`config.mk`:
```
export PLATFORM = sky130hd
export DESIGN_NAME = judge3_ctrl
export DESIGN_NICKNAME = d
export VERILOG_FILES = /design/src/rtl/judge3_pkg.sv /design/src/rtl/judge3.sv /design/src/rtl/judge3_ctrl.sv
export SDC_FILE = /design/constraint.sdc
export NUM_CORES = 1
export LEC_CHECK = 0
export ABC_AREA = 1
export CAP_MARGIN = 10
export CORE_UTILIZATION = 29
export DETAILED_ROUTE_END_ITERATION = 8
export PLACE_DENSITY = 0.5
export SLEW_MARGIN = 20
export SYNTH_ARGS = -nofsm -noshare
export SYNTH_HDL_FRONTEND = slang
export SYNTH_SLANG_ARGS = --single-unit
export TNS_END_PERCENT = 30
```
`constraint.sdc`:
```
create_clock -name clk -period 2.7 [get_ports clk]
set_input_delay 0.81 -clock clk [delete_from_list [all_inputs] [get_ports clk]]
set_output_delay 0.81 -clock clk [all_outputs]
set_load 0.02 [all_outputs]
```
`src/rtl/judge3_pkg.sv`:
```
// Purpose : shared types and constants for the three-judge vote controller.
// Latency : n/a (package only).
// Backpressure: n/a.
// Contents: state encoding (enum plus legacy localparam constants), judge bit
//           indices into the 3-bit vote vectors, and a 3-bit popcount helper.
package judge3_pkg;

    typedef enum logic [1:0] {
        IDLE    = 2'd0,
        COLLECT = 2'd1,
        DECIDE  = 2'd2,
        RESULT  = 2'd3
    } state_e;

    // Plain-vector views of the state encoding.
    localparam logic [1:0] ST_IDLE    = IDLE;
    localparam logic [1:0] ST_COLLECT = COLLECT;
    localparam logic [1:0] ST_DECIDE  = DECIDE;
    localparam logic [1:0] ST_RESULT  = RESULT;

    // Bit positions of each judge in vote_valid / vote_val / voted / votes.
    localparam int J_A = 2;
    localparam int J_B = 1;
    localparam int J_C = 0;

    // Number of set bits in a 3-bit vector (0..3).
    function automatic logic [1:0] popcount3(input logic [2:0] v);
        return {1'b0, v[0]} + {1'b0, v[1]} + {1'b0, v[2]};
    endfunction

endpackage

```
`src/rtl/judge3.sv`:
```
// Purpose : combinational 2-of-3 majority voter.
// Latency : 0 cycles (pure combinational).
// Backpressure: none.
// Ports   : a, b, c - individual votes (1 = yes); out - 1 when at least two are 1.
module judge3 (
    input  logic a,
    input  logic b,
    input  logic c,
    output logic out
);

    assign out = (a & b) | (a & c) | (b & c);

endmodule

```
`src/rtl/judge3_ctrl.sv`:
```
// Purpose : vote-session controller for a three-judge panel; latches each judge's
//           first vote in a window that closes on full attendance or timeout,
//           then presents a registered majority decision.
// Latency : final vote accepted at edge N -> DECIDE after N, result_valid after N+1.
// Backpressure: result is held in RESULT until result_ack; votes are only acked
//           (vote_ack) for the first strobe per judge while collecting.
// Ports   : clk, rst_n (sync, active-low), start, vote_valid[2:0], vote_val[2:0],
//           vote_ack[2:0], busy, result_valid, result, yes_cnt[1:0], timed_out,
//           result_ack. Bit order of the vote vectors is a=2, b=1, c=0.
// Config  : define JUDGE3_CHIEF_VETO_EN to make judge a a chief whose absent or
//           "no" vote forces result=0 (yes_cnt is unaffected).
module judge3_ctrl
    import judge3_pkg::*;
#(
    parameter int TIMEOUT_CYC = 100,
    parameter int CNT_W       = $clog2(TIMEOUT_CYC + 1)
) (
    input  logic       clk,
    input  logic       rst_n,
    input  logic       start,
    input  logic [2:0] vote_valid,
    input  logic [2:0] vote_val,
    output logic [2:0] vote_ack,
    output logic       busy,
    output logic       result_valid,
    output logic       result,
    output logic [1:0] yes_cnt,
    output logic       timed_out,
    input  logic       result_ack
);

    logic [1:0]       state_q,     state_d;
    logic [2:0]       voted_q,     voted_d;
    logic [2:0]       votes_q,     votes_d;
    logic [CNT_W-1:0] timer_q,     timer_d;
    logic             result_q,    result_d;
    logic [1:0]       yes_cnt_q,   yes_cnt_d;
    logic             timed_out_q, timed_out_d;

    logic [2:0]       accept;
    logic             majority;
    logic             decision;
    logic             window_full;
    logic             window_expired;

    // Majority over the latched votes; absent judges hold 0 and so count as "no".
    judge3 u_voter (
        .a   (votes_q[J_A]),
        .b   (votes_q[J_B]),
        .c   (votes_q[J_C]),
        .out (majority)
    );

`ifdef JUDGE3_CHIEF_VETO_EN
    assign decision = majority & votes_q[J_A];
`else
    assign decision = majority;
`endif

    // A strobe is accepted only for judges that have not yet voted this session.
    assign accept   = vote_valid & ~voted_q & {3{state_q == ST_COLLECT}};
    assign vote_ack = accept;

    // Completion includes this cycle's accepts, so a simultaneous timeout
    // still reports a complete panel (timed_out derives from voted later).
    assign window_full    = ((voted_q | accept) == 3'b111);
    assign window_expired = (timer_q == CNT_W'(TIMEOUT_CYC - 1));

    always_comb begin
        state_d     = state_q;
        voted_d     = voted_q;
        votes_d     = votes_q;
        timer_d     = timer_q;
        result_d    = result_q;
        yes_cnt_d   = yes_cnt_q;
        timed_out_d = timed_out_q;

        case (state_q)
            ST_IDLE: begin
                if (start) begin
                    state_d     = ST_COLLECT;
                    voted_d     = 3'b000;
                    votes_d     = 3'b000;
                    timer_d     = '0;
                    result_d    = 1'b0;
                    yes_cnt_d   = 2'd0;
                    timed_out_d = 1'b0;
                end
            end
            ST_COLLECT: begin
                voted_d = voted_q | accept;
                votes_d = (votes_q & ~accept) | (vote_val & accept);
                // Timer stops advancing once the window closes, so it never
                // exceeds TIMEOUT_CYC and fits in CNT_W bits.
                timer_d = timer_q + CNT_W'(1);
                if (window_full || window_expired) begin
                    state_d = ST_DECIDE;
                end
            end
            ST_DECIDE: begin
                result_d    = decision;
                yes_cnt_d   = popcount3(votes_q);
                timed_out_d = (voted_q != 3'b111);
                state_d     = ST_RESULT;
            end
            ST_RESULT: begin
                if (result_ack) begin
                    state_d = ST_IDLE;
                end
            end
            default: begin
                state_d = ST_IDLE;
            end
        endcase
    end

    always_ff @(posedge clk) begin
        if (!rst_n) begin
            state_q     <= ST_IDLE;
            voted_q     <= 3'b000;
            votes_q     <= 3'b000;
            timer_q     <= '0;
            result_q    <= 1'b0;
            yes_cnt_q   <= 2'd0;
            timed_out_q <= 1'b0;
        end else begin
            state_q     <= state_d;
            voted_q     <= voted_d;
            votes_q     <= votes_d;
            timer_q     <= timer_d;
            result_q    <= result_d;
            yes_cnt_q   <= yes_cnt_d;
            timed_out_q <= timed_out_d;
        end
    end

    assign busy         = (state_q != ST_IDLE);
    assign result_valid = (state_q == ST_RESULT);
    assign result       = result_q;
    assign yes_cnt      = yes_cnt_q;
    assign timed_out    = timed_out_q;

endmodule

```
==> summary.txt <==
Drt
  • Vias: 935
  • Overall routed net length: approximately 2200 um
  • Iteration-0 DRC count of the detailed router: 37
  • Routed Antenna Nets: 0
  • DR pass1 iterations: 4
  • Drt drc: 0
  • Vias per Instance: about 4.6
  • Routed WL per cell: 10.7 um

Placement
  • Hpwl dp: 1650 um
  • Port Buffers: 18
  • Placed cells: 201
  • Placer Congestion: between 0.7 and 0.8

Synth
  • #FFs+latches synth: 18
  • Yosys cell types: 24
  • Yosys top cell area share: about 36%
  • Cell with the most instances after synthesis: nand2_1
  • Synth top area cells: dfxtp_1 (36%), a21oi_1 (8.6%), nand2_1 (8.3%)
  • Commonest cells post-synth: nand2_1 (22), dfxtp_1 (18), inv_1 (18)
  • Syn_nets: approximately 150
  • Number of synthesized flops with an enable pin: 0
  • Cell Area, Synth: between 900 and 1000 um^2
  • Synthesized area per cell: approximately 7.4 um^2
  • Register area share after synthesis: about 36%
  • Primary FF master, synth: dfxtp_1
  • Cell count after synthesis: about 140
  • Largest area contributor in the netlist: dfxtp_1
  • Synth Warn #: 0
  • Async S/R FF share, synth: 0%

STA
  • Unrepaired setup endpoints after global routing: false
  • Tmin final: approximately 2.6 ns
  • Worst-Margin Slew: ~0.38 ns
  • Worst Skew: approximately 0.0044 ns
  • Fin. max-slew vios: 0
  • Slew headroom: 75.0%
  • Final hold vios: 0
  • Tcrit/Tclk final: between 90% and 100%
  • WHS: between 0.4 and 0.5 ns
  • Final setup viols: 0
  • Fmax: approximately 380 MHz

Die
  • Die area: ~3700 um^2
  • Die Span Y: around 61 um
  • Core footprint: around 3200 um^2
  • Row cnt: 20
  • Starting Density: around a third
  • Boundary pin count: 19
  • Chip Width: approximately 61 um

Clock network
  • CTS tree: yes
  • Clock Latency Late Sink: around 0.30 ns
  • Clk slew on worst S/H paths: ~0.10 ns
  • Post-CTS Hold Buffers: 0
  • Sink Count: 18
  • Post-cts sizing count: 9
  • H-tree Lvls: 1
  • Clk buf depth: 2
  • Setup Fix Bufs, Post-CTS: 0
  • Cts bufs inserted: 3
  • CTS root buffer: clkbuf_4

Global routing
  • First-pass GRT wire length: ~3600 um
  • Antenna violations before repair: 0
  • GRT Total Usage: 13.6%
  • Grt ovf: 0
  • Largest net degree at the start of global routing: 11
  • Vias in the first global route: ~810

Critical path
  • Max incr delay on CP: about 0.48 ns
  • Crit-path cells: clkdlybuf4s50_1 > inv_1 > nor3_2 > clkdlybuf4s15_2
  • Worst Setup SP: vote_valid[1]
  • Setup crit start kind: input pin
  • R2R Path Start: state_q[1]
  • Critical path arrival: 1.82 ns
  • Slowest CP cell: clkdlybuf4s50_1
  • Worst EP required: roughly 1.9 ns
  • Critical path capture point type: output pin
  • Critical path class: input pin to output pin
  • Worst-path maximum fanout: 2

Cells and area
  • Area Overhead vs Synth: 31.4%
  • Share of cells above drive strength 1: around 17%
  • Nets: ~180
  • Non-Filler Instances: around 200
  • Antenna cell count: 0

Power
  • Internal: between 600 and 700 uW
  • Clock power share: between 10% and 20%
  • Switching part of the total: 44.0%
  • Logic gate share of total power: 53.1%
  • Pwr Density: about 850 nW/um^2
  • Sequential power share: between 30% and 40%
  • Worst VDD drop: slightly above 0.3 mV
  • Cell leakage power: 0.536 nW
  • Net Sw Power: 488 uW

Min path
  • Hold path start: yes_cnt[0]
  • Hold crit path type: register to register

Flow run
  • # Max-Cap Violations: 0

Outcome
  • Status: finished clean
-- critical path, delay by kind of cell --
kind	cells	cell delay, ns
buffers and inverters	3	0.83
AND/OR/NAND/NOR	1	0.18
-- area by class of cell --
class	count	area (um^2)
Clock buffer	4	36.3
Tap cell	44	55.1
Timing Repair Buffer	25	234
Fill cell	365	1850
Sequential cell	18	360
Inverter	20	75.1
Multi-Input combinational cell	94	544
-- per-stage QoR --
| stage | cell area (um^2) | worst slack, ns | total power [mW] | util, % | TNS, ns |
|---|---|---|---|---|---|
| 2_1_floorplan | 993 | 0.509 | 0.757 | - | 0 |
| 3_3_place_gp | 1250 | -0.354 | 0.937 | 39.8 | -0.794 |
| 3_5_place_dp | 1250 | -0.335 | 0.935 | 39.8 | -0.832 |
| 5_1_grt | 1310 | 0.0143 | 1.20 | 41.4 | 0 |
| 4_1_cts | 1290 | -0.00640 | 1.11 | 41.0 | -0.00640 |
| 6_report | 1310 | 0.0674 | 1.11 | 41.4 | 0 |
-- sequential cells by signal, summed over array words and instances, names as in the netlist --
name       cells
voted_q        3
timed_out      1
timer_q        7
state_q        2
votes_q        3
result         1
yes_cnt        1
-- path summary, 6_finish.rpt --
check,end,slack (ns),cells past startpoint
max reg2reg,timer_q[3],1.00,8
min,yes_cnt[0],0.47,2
min reg2reg,yes_cnt[0],0.47,2
max,vote_ack[1],0.07,4
-- kinds of logic after synthesis --
group | share of synthesized area (%)
flip-flops | 36.3
buffers and inverters | 10.2
adder cells (fa/ha/maj) | 8.31
AND/OR/NAND/NOR | 28.3
AO/OA/AOI/OAI | 16.9
-- per-layer routing --
layer  global-route usage (%)  up-vias  share of wire [%]
met2                     20.9       18                 48
met4                     6.82        0               0.86
met3                     1.92        2                3.0
met5                        0        -                  0
met1                     18.7      417                 48
li1                         -      498                  -
-- layout by cell type (no fill, tap or decap), types with 2 or more instances in the layout --
cell / netlist / final
o21ai_2: 2 / 2
inv_1: 18 / 18
buf_4: 2 / 7
nand4_1: 2 / 2
dfxtp_1: 18 / 18
o21ai_4: 2 / 2
a21oi_1: 17 / 17
inv_2: 2 / 2
nor3_2: 0 / 2
clkdlybuf4s15_2: 0 / 2
clkbuf_4: 0 / 3
clkdlybuf4s50_1: 0 / 15
nand2_1: 22 / 22
nand2_2: 2 / 2
nor3_1: 6 / 4
nand3_1: 12 / 12
ha_1: 5 / 4
nor4_1: 2 / 2
nor2_2: 2 / 2
nor2_1: 13 / 13
-- power groups by stage --
stage | combinational [mW] | clock [mW] | sequential [mW]
2_1_floorplan | 0.410 | 0 | 0.347
3_3_place_gp | 0.584 | 0 | 0.352
3_5_place_dp | 0.584 | 0 | 0.351
4_1_cts | 0.582 | 0.183 | 0.346
5_1_grt | 0.656 | 0.192 | 0.354
6_report | 0.588 | 0.172 | 0.348
Note: power is estimated with default switching activity, not from simulation.
